File: config.mk
export PLATFORM = sky130hd
export DESIGN_NAME = imem_loader_flat
export DESIGN_NICKNAME = d
export VERILOG_FILES = /design/src/rtl/imem_loader_if.sv /design/src/rtl/imem_loader.sv /design/src/flat_wrapper.sv
export SDC_FILE = /design/constraint.sdc
export NUM_CORES = 1
export LEC_CHECK = 0
export BUFFER_PORTS_ARGS = -buffer_cell sky130_fd_sc_hd__buf_2
export CORE_MARGIN = 10
export CORE_UTILIZATION = 30
export CTS_BUF_LIST = sky130_fd_sc_hd__clkbuf_8
export CTS_CLUSTER_SIZE = 12
export DETAILED_ROUTE_END_ITERATION = 8
export PLACE_DENSITY_LB_ADDON = 0.08
export SYNTH_ARGS = -nofsm -noshare
export SYNTH_HDL_FRONTEND = slang
export SYNTH_SLANG_ARGS = --single-unit
File: constraint.sdc
create_clock -name clk -period 1.95 [get_ports clk]
set_clock_uncertainty 0.2 [all_clocks]
set_input_delay 0.0975 -clock clk [delete_from_list [all_inputs] [get_ports clk]]
set_output_delay 0.0975 -clock clk [all_outputs]
set_load 0.005 [all_outputs]
File: src/rtl/imem_loader_if.sv
// Byte-stream handshake into the instruction-memory loader.
// master drives valid/data/last, slave returns ready.
interface imem_loader_if;
    logic       in_valid;
    logic [7:0] in_data;
    logic       in_last;
    logic       in_ready;

    modport master (
        output in_valid,
        output in_data,
        output in_last,
        input  in_ready
    );

    modport slave (
        input  in_valid,
        input  in_data,
        input  in_last,
        output in_ready
    );
endinterface

File: src/rtl/imem_loader.sv
// Boot loader: packs a byte stream into little-endian words, writes them to
// IMEM from address 0 and holds the cpu in reset until the load finishes.
// Ports: clk, reset_n (async, active-low), bs (byte stream, slave),
//   reload (restart from DONE), imem_we/imem_addr/imem_wdata (IMEM write),
//   cpu_reset (high while loading), load_done, err_ovf (sticky overflow).
module imem_loader #(
    parameter int ADDR_W = 4,
    parameter int WORD_W = 32,
    parameter int BYTES  = 4
) (
    input  logic              clk,
    input  logic              reset_n,
    imem_loader_if.slave      bs,
    input  logic              reload,
    output logic              imem_we,
    output logic [ADDR_W-1:0] imem_addr,
    output logic [WORD_W-1:0] imem_wdata,
    output logic              cpu_reset,
    output logic              load_done,
    output logic              err_ovf
);
    localparam int BC_W = (BYTES > 1) ? $clog2(BYTES) : 1;

    typedef enum logic [1:0] {
        COLLECT,
        WRITE,
        OVERFLOW,
        DONE
    } state_t;

    state_t            state;
    logic [BC_W-1:0]   byte_cnt;
    logic [ADDR_W-1:0] word_addr;
    logic [WORD_W-1:0] shift_q;
    logic [WORD_W-1:0] word_nxt;
    logic              last_q;
    logic              accept;
    logic              closing;

    assign accept  = bs.in_valid & bs.in_ready;
    assign closing = bs.in_last | (byte_cnt == BC_W'(BYTES - 1));

    // shift_q is cleared after every word, so unfilled upper bytes stay zero.
    always_comb begin
        word_nxt = shift_q;
        word_nxt[{byte_cnt, 3'b000} +: 8] = bs.in_data;
    end

    always_ff @(posedge clk or negedge reset_n) begin
        if (!reset_n) begin
            state       <= COLLECT;
            byte_cnt    <= '0;
            word_addr   <= '0;
            shift_q     <= '0;
            last_q      <= 1'b0;
            bs.in_ready <= 1'b0;
            imem_we     <= 1'b0;
            imem_addr   <= '0;
            imem_wdata  <= '0;
            cpu_reset   <= 1'b1;
            load_done   <= 1'b0;
            err_ovf     <= 1'b0;
        end else begin
            unique case (state)
                COLLECT: begin
                    bs.in_ready <= 1'b1;
                    if (accept) begin
                        if (closing) begin
                            imem_we     <= 1'b1;
                            imem_addr   <= word_addr;
                            imem_wdata  <= word_nxt;
                            shift_q     <= '0;
                            byte_cnt    <= '0;
                            last_q      <= bs.in_last;
                            bs.in_ready <= 1'b0;
                            state       <= WRITE;
                        end else begin
                            shift_q  <= word_nxt;
                            byte_cnt <= byte_cnt + BC_W'(1);
                        end
                    end
                end
                WRITE: begin
                    imem_we   <= 1'b0;
                    word_addr <= word_addr + ADDR_W'(1);
                    if (last_q) begin
                        cpu_reset <= 1'b0;
                        load_done <= 1'b1;
                        state     <= DONE;
                    end else if (word_addr == '1) begin
                        // IMEM full and more program to come
                        err_ovf     <= 1'b1;
                        bs.in_ready <= 1'b1;
                        state       <= OVERFLOW;
                    end else begin
                        bs.in_ready <= 1'b1;
                        state       <= COLLECT;
                    end
                end
                OVERFLOW: begin
                    bs.in_ready <= 1'b1;
                    if (accept && bs.in_last) begin
                        bs.in_ready <= 1'b0;
                        cpu_reset   <= 1'b0;
                        load_done   <= 1'b1;
                        state       <= DONE;
                    end
                end
                DONE: begin
                    bs.in_ready <= 1'b0;
                    if (reload) begin
                        word_addr   <= '0;
                        byte_cnt    <= '0;
                        shift_q     <= '0;
                        last_q      <= 1'b0;
                        cpu_reset   <= 1'b1;
                        load_done   <= 1'b0;
                        err_ovf     <= 1'b0;
                        bs.in_ready <= 1'b1;
                        state       <= COLLECT;
                    end
                end
            endcase
        end
    end
endmodule

File: src/flat_wrapper.sv
// flat-port wrapper written by rule: the top's interface ports become plain ports
module imem_loader_flat 
#(
    parameter int ADDR_W = 4,
    parameter int WORD_W = 32,
    parameter int BYTES  = 4
)
  (clk, reset_n, reload, imem_we, imem_addr, imem_wdata, cpu_reset, load_done, err_ovf, bs_in_valid, bs_in_data, bs_in_last, bs_in_ready);
  imem_loader_if bs_i ();
  input  logic clk;
  input  logic reset_n;
  input  logic reload;
  output logic imem_we;
  output logic [ADDR_W-1:0] imem_addr;
  output logic [WORD_W-1:0] imem_wdata;
  output logic cpu_reset;
  output logic load_done;
  output logic err_ovf;
  input wire logic [$bits(bs_i.in_valid)-1:0] bs_in_valid;
  input wire logic [$bits(bs_i.in_data)-1:0] bs_in_data;
  input wire logic [$bits(bs_i.in_last)-1:0] bs_in_last;
  output wire logic [$bits(bs_i.in_ready)-1:0] bs_in_ready;
  assign bs_i.in_valid = bs_in_valid;
  assign bs_i.in_data = bs_in_data;
  assign bs_i.in_last = bs_in_last;
  assign bs_in_ready = bs_i.in_ready;
  imem_loader #(.ADDR_W(ADDR_W), .WORD_W(WORD_W), .BYTES(BYTES)) u_core (.clk(clk), .reset_n(reset_n), .bs(bs_i), .reload(reload), .imem_we(imem_we), .imem_addr(imem_addr), .imem_wdata(imem_wdata), .cpu_reset(cpu_reset), .load_done(load_done), .err_ovf(err_ovf));
endmodule
# Yosys cells after proc, flatten, opt, wreduce, memory -nomap -nowiden
# Index checks and enable logic that the tools add are counted.
# word_totals
regBits	82
in_bits	13
output_inout_bits	41
wordCells	85
# classes
n_addsub	3
eq_ne	12
shifts	2
muxes	40
bitwise	2
n_reduce_logical	14
# ops
cell	n
$mux W32	3
$pmux W32 S2	1
$bwmux W32	1
$shift A8 B7 Y32 const A	1
$shiftx A8 B7 Y32	1
$mux W1	17
$mux W2	8
$reduce_and A4 Y1	4
$ne A2 B1 Y1 const B	5
$reduce_and A3 Y1	3
$pmux W2 S4	1
$pmux W4 S2	1
$neg A5 Y7	1
$eq A2 B2 Y1 const B	3
$pmux W1 S2	3
$pmux W1 S3	2
$reduce_bool A2 Y1	3
$add A4 B1 Y4 const B	1
$eq A4 B4 Y1 const B	1
$mux W4	1
$ne A2 B2 Y1 const B	2
$pmux W1 S4	1
$pmux W2 S2	1
$reduce_bool A3 Y1	1
7 further kinds	7

# Depth between registers and ports, before layout
# depth
ltp_word	6
mapped_depth	7
mapped_depth_nobuf	5

# Worst setup path before layout
# OpenSTA, ideal clock, no wires.
# synth_timing
path_kind	register -> register
from	register u_core.byte_cnt[0]
to	register u_core.shift_q[0]
setup_ps	121
arrival_time_ps	1787
required_ps	1629
path_slack_ps	-158
path_stages_with_launch	8
n_path_buf	2
synth_period_minus_slack_ps	2108
cell_sequence	dfrtp_1 inv_1 ha_1 and4bb_1 buf_6 and3_1 buf_2 a22o_1
# synth_via
elab_chain_cells	6
word_cells_on_any_way	9
classes_between	add/sub: 1; eq/ne: 1; shift: 2; mux: 4; bitwise: 1
# synth_lines
element	line	rtl
start, declared	imem_loader.sv:32	logic [BC_W-1:0] byte_cnt;
start signal, assigned	imem_loader.sv:79	byte_cnt <= byte_cnt + BC_W'(1);
$neg A5 Y7	imem_loader.sv:46	word_nxt[{byte_cnt, 3'b000} +: 8] = bs.in_data;
$shiftx A8 B7 Y32 / $shift A8 B7 Y32 (equally long branches)	imem_loader.sv:46	
$bwmux W32	imem_loader.sv:46	
$mux W32 (*)	imem_loader.sv:68	if (closing) begin
$mux W32 (*)	imem_loader.sv:67	if (accept) begin
$pmux W32 S2 (*)	imem_loader.sv:64	unique case (state)
end signal, assigned	imem_loader.sv:78	shift_q <= word_nxt;
end, declared	imem_loader.sv:34	logic [WORD_W-1:0] shift_q;
# Mark *: on every way between the ends. The rest lies on a longest branch, timed or not. The select of a mux whose other input is x is not followed.
# A chain may end at the register's enable or synchronous reset.

# Worst setup path after layout
# layout_timing
from	register u_core.byte_cnt[0]
to	register u_core.imem_wdata[23]
# layout_via
elab_chain_cells	3
word_cells_on_any_way	7
classes_between	add/sub: 1; eq/ne: 1; shift: 2; mux: 1; bitwise: 1; reduce/logical: 1
# layout_lines
element	line	rtl
$neg A5 Y7 / $eq A2 B2 Y1 (equally long branches)	imem_loader.sv:46, imem_loader.sv:41	
$shiftx A8 B7 Y32, or another cell as far along	imem_loader.sv:46	
$bwmux W32 / $reduce_and A3 Y1 (equally long branches)	n/a	
end signal, assigned	imem_loader.sv:71	imem_wdata <= word_nxt;
end, declared	imem_loader.sv:17	output logic [WORD_W-1:0] imem_wdata,
# Several ways; a longest one is shown, not always the timed one.

==> results by group <==
Flow run
  • Max-Cap Viols: 0

Floorplanning
  • Rows: 41
  • Starting Density: 30.7%
  • Top-level I/O count: 54
  • Die Ht: 134 um
  • Core Area: 12600 um^2
  • Die area: 17900 um^2
  • DIE WIDTH: 134 um

Global routing
  • Met1 demand-to-capacity share in global routing: 16.1%
  • Wire length of the first global-routing pass: 17400 um
  • Global Route Usage Sum: 12.0%
  • M3 GR Usage: 2.89%
  • Maximum number of pins on one net before global-route repair: 40
  • Fraction of met2 tracks used by global routing: 18.5%
  • Global routing's busiest layer: met2
  • Number of global-route vias before repair: 3180
  • Antenna violations before repair: 0
  • Total congestion overflow: 0

Setup path
  • Critical-path cell with the highest stage delay: dfrtp_2
  • Delay of the slowest critical-path stage: 0.45 ns
  • Type of element capturing the critical path: flop
  • Family of cells with the greatest summed delay on the critical path: simple AND/OR/NAND/NOR gates
  • Cell-by-cell trace of the critical path: ha_1, or2_2, and2_4, a31oi_1
  • Start-to-end type of the worst setup path: reg -> reg
  • Worst EP required: 2.02 ns
  • Arrival time of the worst setup path: 1.93 ns
  • Kind of start point of the critical path: flop
  • Critical path buffers and inverters: 0
  • Maximum fanout along the worst path: 33

Power
  • Total power consumption of the routed design: 0.00666 W
  • P_int: 0.00434 W
  • Share of total power in the clock network: 20.1%
  • P_leak: 2.15 nW
  • Worst IR drop on VDD: 426 uV
  • Reg power frac: 39.7%
  • Power density relative to cell area: 1400 nW/um^2
  • Power dissipated by switching net loads: 0.00232 W
  • Part of the total power dissipated in combinational logic: 40.2%
  • Switching share of power: 34.8%

Route
  • Post-detailed-route via-to-cell ratio: 4.90
  • Initial drt markers: 183
  • Count of vias placed by the detailed router: 2927
  • Count of unresolved DRC violations after routing: 0
  • Post-Route WL: 10300 um
  • First-pass iteration count of the detailed router: 5
  • Average wire length per cell after detail routing: 17.2 um
  • DRT antenna net count: 0

Synthesis
  • Post-synth top area share: 52.3%
  • Commonest cells post-synth: 81 x a21oi_1, 81 x dfrtp_1, 27 x nor2b_1
  • Sequential cell area fraction in the yosys report: 53.0%
  • Top area cells in the synthesized netlist: dfrtp_1 52%, a21oi_1 10%, a22o_1 5.6%, nor2b_1 4.4%, buf_6 3.2%
  • Mapped Nets: 372
  • Most area-hungry cell type in the Yosys netlist: dfrtp_1
  • Number of enable-type register cells in the synthesized netlist: 0
  • Post-synthesis sequential element count: 82
  • Count of distinct cell types in the synthesized netlist: 46
  • Instance count of the mapped netlist: 352
  • Synth warnings: 0
  • Avg Synthesized Cell Area: 11.0 um^2
  • Async S/R FF share, synth: 100%
  • Main flop type after synthesis: dfrtp_1
  • Synthesized area: 3880 um^2

STA
  • Fmax: 539 MHz
  • Unrepaired setup endpoints after global routing: no
  • Clock period minus worst slack: 1.86 ns
  • Final worst path period share: 95.2%
  • Max-slew violations: 0
  • Worst hold slack: 0.0216 ns
  • Final-report setup violation count: 0
  • Worst slew pin tran: 0.428 ns
  • Number of hold-slack violations in the final timing report: 0
  • Relative max-transition margin: 71.5%
  • Total Neg Setup Slack: 0 ns

Final layout
  • Area delta synth->final: 22.4%
  • Layout cell share with drive strength beyond 1: 28.0%
  • Final cell count without fillers: 597
  • Diode count: 0
  • Nets@finish: 440

Placement
  • Number of instances in the placed design: 570
  • Total half-perimeter wirelength after legalization and detailed placement: 7220 um
  • GPL Wtd Cong: 0.750
  • Input/output buffers: 53

Clock tree
  • Clock H-tree levels: 3
  • CTS buffer count: 9
  • Root Buffer: clkbuf_8
  • Maximum clock path buffer count: 2
  • CTS tree: done
  • Clock transition at the register clock pins on the worst setup and hold paths after CTS: 0.08 ns
  • Clock insertion delay at the later pin of the skew report: 0.35 ns
  • Num Clock Sinks: 82

Run status
  • Run status: finished clean

Hold path
  • Path class of the lowest-slack min-delay path: in -> async
[worst register-to-register path: cells and delay by family (launching register included)]
kind / cells / cell delay (ns)
compound gates: 1 / 0.23
fa+ha+maj: 1 / 0.25
simple gates: 2 / 0.65
flops: 1 / 0.45
[timing repair]
item	in CTS	in global routing
setup endpoints to repair	0	22
buffers inserted	0	0
endpoints found under the hold margin	133	0
hold buffers	11	0
resized for setup	0	4
[area by class of cell]
| cell class | instances | area [um^2] |
|---|---|---|
| fillers | 1321 | 7880 |
| clock inverters | 6 | 75.1 |
| multi-input cells | 232 | 1610 |
| repair buffers | 92 | 638 |
| clock buffers | 10 | 138 |
| flip-flops and latches | 82 | 2050 |
| inverters | 3 | 13.8 |
| well taps | 172 | 215 |
[flip-flops by register name, summed over array words and instances, names as in the netlist, named ones only]
register            cells
u_core.cpu_reset        1
u_core.shift_q         32
u_core.imem_addr        4
u_core.word_addr        4
u_core.imem_wdata      32
u_core.state            1
u_core.imem_we          1
u_core.err_ovf          1
u_core.bs.in_ready      1
u_core.last_q           1
u_core.load_done        1
u_core.byte_cnt         2
[layer usage]
layer  up-vias  share of wire, %
li1       1414                 -
met1      1451                49
met2        53                46
met3         9               4.0
met4         0               1.1
met5         -                 0
[path summary, 6_finish.rpt]
| kind | start | endpoint | slack [ns] | cells after the start |
|---|---|---|---|---|
| max | u_core.byte_cnt[0] | u_core.imem_wdata[23] | 0.09 | 4 |
| min | reset_n | u_core.imem_wdata[14] | 0.02 | 2 |
| max reg2reg | u_core.byte_cnt[0] | u_core.imem_wdata[23] | 0.09 | 4 |
| min reg2reg | u_core.imem_we | u_core.imem_we | 0.28 | 2 |
| max in group asynchronous | reset_n | u_core.cpu_reset | 0.93 | 3 |
| min in group clk | bs_in_valid | u_core.load_done | 0.08 | 4 |
[cell usage in the layout (no fill, tap or decap), types with 2 or more instances in the layout]
master,Yosys,routed
a21oi_1,81,81
a22o_1,25,25
a31oi_1,9,9
a32o_1,8,8
and2_1,2,2
and3_2,0,2
buf_12,0,4
buf_2,4,52
buf_4,4,25
bufinv_16,0,2
clkbuf_8,0,10
dfrtp_1,81,80
dlygate4sd3_1,0,11
ha_1,7,4
ha_2,0,2
inv_1,3,6
mux2_2,5,5
mux2i_1,2,2
nand2_1,7,7
nand2b_1,11,11
nand3_1,12,12
nor2b_1,27,27
nor3_1,2,2
o21ai_0,3,3
o22ai_2,4,3
o2bb2ai_1,2,2
[metrics by stage]
stage	setup WS [ns]	cell area (um^2)	util, %
floorplan	0.0129	3910	-
global placement	0.0443	4410	34.9
detailed placement	0.0448	4410	34.9
CTS	0.0208	4730	37.5
global route	0.00905	4740	37.6
finish	0.0945	4740	37.6
[power by group through the flow]
stage / clock, W / sequential, W / combinational (W)
after floorplan: 0 / 0.00270 / 0.00161
after global placement: 0 / 0.00267 / 0.00270
after detailed placement: 0 / 0.00268 / 0.00270
after CTS: 0.00139 / 0.00265 / 0.00273
after global routing: 0.00147 / 0.00272 / 0.00303
final: 0.00134 / 0.00264 / 0.00268
[cells by family after synthesis]
kind of cell | count (synthesis) | synth area share (%)
buffers and inverters | 38 | 6.32
AO/OA/AOI/OAI | 140 | 23.4
multiplexers | 7 | 1.97
adder cells (fa/ha/maj) | 7 | 2.26
flip-flops | 82 | 53.0
AND/OR/NAND/NOR | 78 | 13.1
Power figures use the tool's default switching activity.
